`config.mk`:
```
export PLATFORM = sky130hd
export DESIGN_NAME = wb_stage
export DESIGN_NICKNAME = d
export VERILOG_FILES = /design/src/rtl/isa_pkg.sv /design/src/rtl/wb_decode.sv /design/src/rtl/wb_stage.sv
export SDC_FILE = /design/constraint.sdc
export NUM_CORES = 1
export LEC_CHECK = 0
export ABC_CLOCK_PERIOD_IN_PS = 2900
export CAP_MARGIN = 15
export CORE_MARGIN = 3
export CORE_UTILIZATION = 45
export CTS_CLUSTER_DIAMETER = 60
export DETAILED_ROUTE_END_ITERATION = 8
export GPL_ROUTABILITY_DRIVEN = 1
export PLACE_DENSITY = 0.86
export SLEW_MARGIN = 40
export SYNTH_ARGS = -nofsm -noshare
export SYNTH_HDL_FRONTEND = slang
export SYNTH_SLANG_ARGS = --single-unit
```
`constraint.sdc`:
```
create_clock -name clk -period 2.9 [get_ports clk]
set_input_delay 0.58 -clock clk [delete_from_list [all_inputs] [get_ports clk]]
set_output_delay 0.58 -clock clk [all_outputs]
set_load 0.005 [all_outputs]
```
`src/rtl/isa_pkg.sv`:
```
// isa_pkg: opcode map and select encodings shared by the writeback stage and its decoder
package isa_pkg;
    localparam logic [4:0] OPC_ADDI  = 5'b01000;
    localparam logic [4:0] OPC_SUBI  = 5'b01001;
    localparam logic [4:0] OPC_XORI  = 5'b01010;
    localparam logic [4:0] OPC_ANDNI = 5'b01011;
    localparam logic [4:0] OPC_ROLI  = 5'b10100;
    localparam logic [4:0] OPC_SLLI  = 5'b10101;
    localparam logic [4:0] OPC_RORI  = 5'b10110;
    localparam logic [4:0] OPC_SRLI  = 5'b10111;
    localparam logic [4:0] OPC_ST    = 5'b10000;
    localparam logic [4:0] OPC_LD    = 5'b10001;
    localparam logic [4:0] OPC_SLBI  = 5'b10010;
    localparam logic [4:0] OPC_LBI   = 5'b11000;
    localparam logic [4:0] OPC_BTR   = 5'b11001;
    localparam logic [4:0] OPC_SHF   = 5'b11010;
    localparam logic [4:0] OPC_ARI   = 5'b11011;
    localparam logic [4:0] OPC_SEQ   = 5'b11100;
    localparam logic [4:0] OPC_SLT   = 5'b11101;
    localparam logic [4:0] OPC_SLE   = 5'b11110;
    localparam logic [4:0] OPC_SCO   = 5'b11111;
    localparam logic [4:0] OPC_BEQZ  = 5'b01100;
    localparam logic [4:0] OPC_JAL   = 5'b00110;
    localparam logic [4:0] OPC_JALR  = 5'b00111;

    typedef enum logic [1:0] {DST_RD, DST_RT, DST_RS, DST_LINK} dst_sel_e;
    typedef enum logic [1:0] {SRC_ALU, SRC_MEM, SRC_PC} src_sel_e;
endpackage

```
`src/rtl/wb_decode.sv`:
```
// wb_decode: maps an instruction word to its register write decision, data source and destination
module wb_decode
    import isa_pkg::*;
#(
    parameter int NREG = 8,
    localparam int REG_W = $clog2(NREG)
) (
    input  logic [15:0]      instr,
    output logic             write,
    output src_sel_e         src_sel,
    output logic [REG_W-1:0] dest_reg
);
    logic [6:0] op;
    dst_sel_e dst;
    assign op = {instr[15:11], instr[1:0]};
    always_comb begin
        write = 1'b1;
        src_sel = SRC_ALU;
        dst = DST_RD;
        case (op) inside
            {OPC_ARI, 2'b??}, {OPC_SHF, 2'b??}, {OPC_SEQ, 2'b??}, {OPC_SLT, 2'b??},
            {OPC_SLE, 2'b??}, {OPC_SCO, 2'b??}, {OPC_BTR, 2'b??}: dst = DST_RD;
            {OPC_ADDI, 2'b??}, {OPC_SUBI, 2'b??}, {OPC_XORI, 2'b??}, {OPC_ANDNI, 2'b??},
            {OPC_ROLI, 2'b??}, {OPC_SLLI, 2'b??}, {OPC_RORI, 2'b??}, {OPC_SRLI, 2'b??}: dst = DST_RT;
            {OPC_LBI, 2'b??}, {OPC_SLBI, 2'b??}: dst = DST_RS;
            {OPC_LD, 2'b??}: begin
                dst = DST_RT;
                src_sel = SRC_MEM;
            end
            {OPC_JAL, 2'b??}, {OPC_JALR, 2'b??}: begin
                dst = DST_LINK;
                src_sel = SRC_PC;
            end
            default: write = 1'b0;
        endcase
    end
    // 3-bit fields are sized to REG_W: zero-extended or truncated as needed
    assign dest_reg = dst == DST_RD ? REG_W'(instr[4:2]) :
                      dst == DST_RT ? REG_W'(instr[7:5]) :
                      dst == DST_RS ? REG_W'(instr[10:8]) : REG_W'(NREG - 1);
endmodule

```
`src/rtl/wb_stage.sv`:
```
// wb_stage: writeback stage holding one instruction, waiting on load data and pulsing the register-file write
module wb_stage
    import isa_pkg::*;
#(
    parameter int DATA_W = 16,
    parameter int NREG = 8,
    parameter int CNT_W = 16,
    localparam int REG_W = $clog2(NREG)
) (
    input  logic              clk,
    input  logic              rst,
    input  logic              in_valid,
    output logic              in_ready,
    input  logic [15:0]       instr,
    input  logic [DATA_W-1:0] pc_inc,
    input  logic [DATA_W-1:0] alu_out,
    input  logic [DATA_W-1:0] mem_out,
    input  logic              mem_done,
    input  logic              mem_err,
    input  logic              flush,
    output logic              wr_en,
    output logic [REG_W-1:0]  wr_reg,
    output logic [DATA_W-1:0] wr_data,
    output logic              busy,
    output logic              err,
    output logic [CNT_W-1:0]  retired
);
    localparam logic [1:0] IDLE = 2'd0, WB = 2'd1, WAIT_MEM = 2'd2;
    logic [1:0] state;
    logic [DATA_W-1:0] data_q;
    logic [REG_W-1:0] reg_q;
    logic dec_write, acc;
    src_sel_e dec_src;
    logic [REG_W-1:0] dec_reg;

    wb_decode #(.NREG(NREG)) u_dec (
        .instr(instr),
        .write(dec_write),
        .src_sel(dec_src),
        .dest_reg(dec_reg)
    );

    assign in_ready = !flush && !err && state != WAIT_MEM;
    assign acc = in_valid && in_ready;
    assign busy = state != IDLE;
    // flush kills a write even in the cycle it would have been issued
    assign wr_en = state == WB && !flush;
    assign wr_reg = wr_en ? reg_q : '0;
    assign wr_data = wr_en ? data_q : '0;

    always_ff @(posedge clk) begin
        if (rst) begin
            state <= IDLE;
            data_q <= '0;
            reg_q <= '0;
            err <= 1'b0;
            retired <= '0;
        end else begin
            if (wr_en && retired != '1) retired <= retired + 1'b1;
            if (flush) state <= IDLE;
            else if (state == WAIT_MEM) begin
                if (mem_err) begin
                    err <= 1'b1;
                    state <= IDLE;
                end else if (mem_done) begin
                    data_q <= mem_out;
                    state <= WB;
                end
            end else if (acc && dec_write) begin
                reg_q <= dec_reg;
                if (dec_src != SRC_MEM) begin
                    data_q <= dec_src == SRC_PC ? pc_inc : alu_out;
                    state <= WB;
                end else if (mem_err) begin
                    err <= 1'b1;
                    state <= IDLE;
                end else if (mem_done) begin
                    data_q <= mem_out;
                    state <= WB;
                end else state <= WAIT_MEM;
            end else state <= IDLE;
        end
    end
endmodule

```
==> flow_summary.ini, run 1 <==
[critical_path]
cp-start-kind = primary input
worstSetupPathType = primary input to output pin
r2r_slack_ns = 1.27
required_ns = 2.32
crit_arrival_ns = 2.13
cp-end-kind = output pin
worstPathMaxFanout = 17

[die]
ioPinCount = 109
coreArea_um2 = 5170
dieHeight_um = 79.5
dieArea_um2 = 6310
dieWidth_um = 79.5
rows = 26
start_util_pct = 47.0

[timing]
period_share_pct = 93.3
tns_ns = 0
final_hold_viol_count = 0
clock-skew-final_ns = 0.00738
worstMarginPinSlew_ns = 0.443
layout_min_cycle_time_ns = 2.71
finalSetupViolations = 0
drv_slew = 0
grt_setup_unrepaired = no
fmax_mhz = 369
max_slew_margin_pct = 70.4

[synth]
synth_commonest_cells = 42 x nand2_1, 38 x dfxtp_1, 33 x mux2i_1
syn_inst = 281
synth_top_family_by_area = simple AND/OR/NAND/NOR gates
synth_edf_count = 0
yosysSeqAreaShare_pct = 31.3
synth.area.top_cells = dfxtp_1 31%, mux2i_1 14%, a32o_2 6.5%, nand2_1 6.5%, and2_1 5.7%
synthArstFlopShare_pct = 0
synth_xor_area_share_pct = 4.69
post-synth-top-count-cell = nand2_1
ys_warn_count = 0
synthAdderAreaFrac_pct = 0.515
netlist_area_um2 = 2430
synthesis.nets = 352
yosys.area_share.simple_pct = 27.8
synthFlopType = dfxtp_1
muxShareOfSynthArea_pct = 14.2
synth_area_leader_cell = dfxtp_1
ys_types = 52
synth-compound-area-share_pct = 17.1
avgSynthCellArea_um2 = 8.64
yosys.area.top_type_share_pct = 31.3
ys_ff_latch = 38

[placement]
dpl-instance-area_um2 = 3580
globalplace.congestion = 0.847
io_buffers = 106
dp_hpwl_um = 5190

[drt]
drt_wl_total_um = 6670
avgRoutedWirePerCell_um = 14.5
initialDrtViolationCount = 148
dr.pass1.iters = 5
viasPerCell = 5.32
remaining_drc_errors = 0
antenna_left = 0
via_count = 2445

[clock_network]
cts_made_buffers = 5
clk_pin_slew_ns = 0.07
postCtsHoldBufs = 0
post_cts_resized = 0
cts_tree = yes
worstSkewPairLatency_ns = 0.29
clock_path_buffers = 2
root_buffer = clkbuf_8
post_cts_buffers = 0
clock_sinks = 38
htreeDepth = 2

[power]
p_comb_share_pct = 17.4
clockPowerShare_pct = 41.6
p_int_mw = 1.05
p_leak_nw = 1.42
switching_power_uw = 287
p_per_area_nw_per_um2 = 359
swShare_pct = 21.5
irDropWorstVdd_mv = 0.254
p_seq_share_pct = 41.0

[status]
outcome = completed

[final_layout]
layout-drive-gt1-share_pct = 11.8
antenna_cells = 0
design_area_um2 = 3720
finalCoreUtilization_pct = 72.0
fin_nets = 460
area_delta_synth_final_pct = 53.3

[global_routing]
antenna_found_initial = 0
grt_pass1_vias = 2446
globalRoute.totalOverflow = 0
grt_pass1_wl_um = 11200
grt_use_total_pct = 21.9
grt_max_degree = 20

[run]
drv_cap = 0

[worst_hold_path]
worstHoldPathType = flip-flop to flip-flop
-- critical path, cell delays in order --
cell and delay (ns):
clkdlybuf4s50_1 0.44, nor3b_2 0.19, buf_4 0.24, and2_1 0.17, clkdlybuf4s50_1 0.50
-- metal layers --
layer / GRT usage (%) / wire length [µm]
met1: 26.5 / 2760
met2: 38.6 / 3360
met3: 6.43 / 523
met4: 3.61 / 33
met5: 0 / 0
-- state kept, by name (all words and copies together) (netlist names) --
signal   cells
reg_q        3
retired     16
err          1
state        2
data_q      16
-- cells in the final DEF (no fill, tap or decap), types with 2 or more instances in the layout --
cell type | synthesis | layout
a21oi_1 | 6 | 6
a32o_2 | 14 | 14
nor2b_1 | 4 | 3
a311oi_1 | 3 | 3
nand4_1 | 3 | 3
o21ai_0 | 3 | 3
clkdlybuf4s50_1 | 0 | 106
o2111ai_1 | 3 | 3
clkbuf_8 | 0 | 6
nor2_1 | 24 | 24
nor3b_1 | 2 | 2
mux2i_1 | 33 | 33
o211ai_1 | 4 | 4
nand3_1 | 3 | 3
and3_1 | 2 | 2
inv_1 | 3 | 3
dfxtp_1 | 38 | 38
and4_1 | 4 | 4
a211oi_1 | 3 | 3
buf_4 | 4 | 10
and2_1 | 22 | 22
nor3_1 | 5 | 5
nand2_1 | 42 | 42
xnor2_1 | 12 | 12
nor4_1 | 5 | 5
a32o_1 | 2 | 2
bufinv_16 | 0 | 2
-- through the flow --
| stage | power [mW] | hold slack, ns | std cells | setup slack [ns] |
|---|---|---|---|---|
| floorplan | 0.662 | 0.455 | 281 | 0.920 |
| global placement | 0.787 | 0.461 | 452 | 0.211 |
| detailed placement | 0.793 | 0.476 | 452 | 0.194 |
| CTS | 1.34 | 0.498 | 460 | 0.185 |
| global route | 1.40 | 0.526 | 460 | 0.119 |
| finish | 1.34 | 0.496 | 460 | 0.193 |
-- final timing paths --
check	startpoint	end	cells past startpoint
worst min-delay path	reg_q[0]	reg_q[0]	2
worst max register to register	retired[1]	retired[8]	5
worst min register to register	reg_q[0]	reg_q[0]	2
worst max-delay path	flush	wr_data[9]	5
-- cell families after synthesis --
| group | after synthesis |
|---|---|
| flip-flops | 38 |
| AO/OA/AOI/OAI | 47 |
| buffers and inverters | 19 |
| AND/OR/NAND/NOR | 129 |
| multiplexers | 34 |
| adder cells (fa/ha/maj) | 1 |
| XOR/XNOR | 13 |
-- power by group through the flow --
stage / Combinational, mW / Clock [mW] / Sequential, mW
floorplan: 0.106 / 0 / 0.557
global placement: 0.227 / 0 / 0.559
detailed placement: 0.233 / 0 / 0.560
CTS: 0.234 / 0.561 / 0.548
global route: 0.254 / 0.591 / 0.550
finish: 0.233 / 0.555 / 0.548
-- layout make-up --
| type | instances | area [µm²] |
|---|---|---|
| clock buffers | 6 | 82.6 |
| clock inverters | 2 | 60.1 |
| fillers | 417 | 1450 |
| inverters | 3 | 11.3 |
| multi-input cells | 224 | 1560 |
| flip-flops and latches | 38 | 761 |
| well taps | 70 | 87.6 |
| repair buffers | 117 | 1160 |
Note: power is estimated with default switching activity, not from simulation.
==> run 2, diff against run 1 <==
Settings changed: CORE_UTILIZATION 45 to 47, CTS_BUF_LIST set to sky130_fd_sc_hd__clkbuf_4, PLACE_DENSITY 0.86 to 0.89, RECOVER_POWER set to 50.
==> flow_summary.ini, run 2 (same netlist as run 1, synthesis figures left out) <==
[final_layout]
n_fill_cell = 355
finalCoreUtilization_pct = 76.1
fin_cells = 459
reg_top3 = data_q: 16 flops, retired: 16 flops, reg_q: 3 flops
layout_commonest_cell = clkdlybuf4s50_1
antenna_cells = 0
fin_nets = 462
layout_common_cells = 87 x clkdlybuf4s50_1, 42 x nand2_1, 38 x dfxtp_1
layout-drive-gt1-share_pct = 11.7
area_delta_synth_final_pct = 51.9

[clock_network]
cts_tree = yes
postCtsHoldBufs = 0
clock_path_buffers = 2
htreeDepth = 2
clock_sinks = 38
clk_pin_slew_ns = 0.12
worstSkewPairLatency_ns = 0.35
root_buffer = clkbuf_4
post_cts_buffers = 0
post_cts_resized = 0
cts_made_buffers = 5

[drt]
wl_met1_um = 2800
avgRoutedWirePerCell_um = 15.0
dr.pass1.iters = 4
antenna_left = 0
routed-wl-met2_um = 3360
viasPerCell = 5.47
remaining_drc_errors = 0
via_count = 2513
top_layer = met4
initialDrtViolationCount = 127
met3_length_um = 640
drt_wl_total_um = 6900

[global_routing]
grt_pass1_vias = 2491
grt_max_degree = 20
grt_use_total_pct = 23.4
grt_pass1_wl_um = 11600
antenna_found_initial = 0
globalRoute.totalOverflow = 0

[die]
dieHeight_um = 77.9
ioPinCount = 109
start_util_pct = 50.1
dieArea_um2 = 6070
coreArea_um2 = 4850
rows = 25
dieWidth_um = 77.9

[power]
irDropWorstVdd_mv = 0.267
power_mw = 1.23
p_leak_nw = 1.47
p_per_area_nw_per_um2 = 334

[timing]
period_share_pct = 94.2
worstMarginPinSlew_ns = 0.434
max_slew_margin_pct = 70.8
grt_setup_unrepaired = no
drv_slew = 0
hold_slack_ns = 0.500
fmax_mhz = 366
final_hold_viol_count = 0
tns_ns = 0
clock-skew-final_ns = 0.0140
layout_min_cycle_time_ns = 2.73
finalSetupViolations = 0

[placement]
io_buffers = 106
dp_hpwl_um = 5290
globalplace.congestion = 0.785
placedCellCount = 451

[critical_path]
crit_arrival_ns = 2.15
worstPathMaxFanout = 7
required_ns = 2.32
cp-end-kind = output pin
worstSetupPathType = primary input to output pin
cp-start-kind = primary input

[run]
drv_cap = 0

[status]
outcome = completed

[worst_hold_path]
worstHoldPathType = flip-flop to flip-flop
## run 2: final timing paths
kind	from	to	slack, ns	cells past startpoint
worst max-delay path	flush	wr_data[8]	0.17	5
worst min register to register	retired[4]	retired[4]	0.50	1
worst max register to register	state[0]	retired[12]	1.11	6
worst min-delay path	retired[4]	retired[4]	0.50	1
## run 2: critical path, stage by stage
cell             delay [ns]
clkdlybuf4s50_1        0.43
nor3b_2                0.22
clkbuf_1               0.25
and2_1                 0.17
clkdlybuf4s50_1        0.50
## run 2: area by class of cell
class	count	area [µm²]	share of cell area [%]
Sequential cell	38	761	20.6
Clock inverter	3	63.8	1.73
Multi-Input combinational cell	224	1560	42.4
Timing Repair Buffer	119	1170	31.6
Inverter	3	11.3	0.305
Tap cell	67	83.8	2.27
Clock buffer	5	37.5	1.02
## run 2: per-layer routing
layer	GRT usage [%]	vias to the layer above
met5	0	-
met4	7.30	0
met3	7.08	11
met2	41.5	105
met1	26.6	1156
li1	-	1241
## run 2: where the power goes
part           total (mW)  switching (mW)  leakage (nW)  internal (mW)
logic               0.234          0.0892          1.11          0.144
clock network       0.451           0.185        0.0528          0.266
registers           0.549          0.0115         0.308          0.537
total                1.23           0.286          1.47          0.947
## run 2: through the flow
step | setup WS [ns] | instance area (µm²)
5_1_grt | 0.0392 | 3690
3_3_place_gp | 0.187 | 3590
4_1_cts | 0.145 | 3690
6_report | 0.169 | 3690
2_1_floorplan | 0.920 | 2430
3_5_place_dp | 0.161 | 3590
==> run 3, diff against run 2 <==
Settings changed: SLEW_MARGIN 40 to 20.
==> results of run 3 <==
No change in the layout: final DEF, timing and power equal those of run 2.
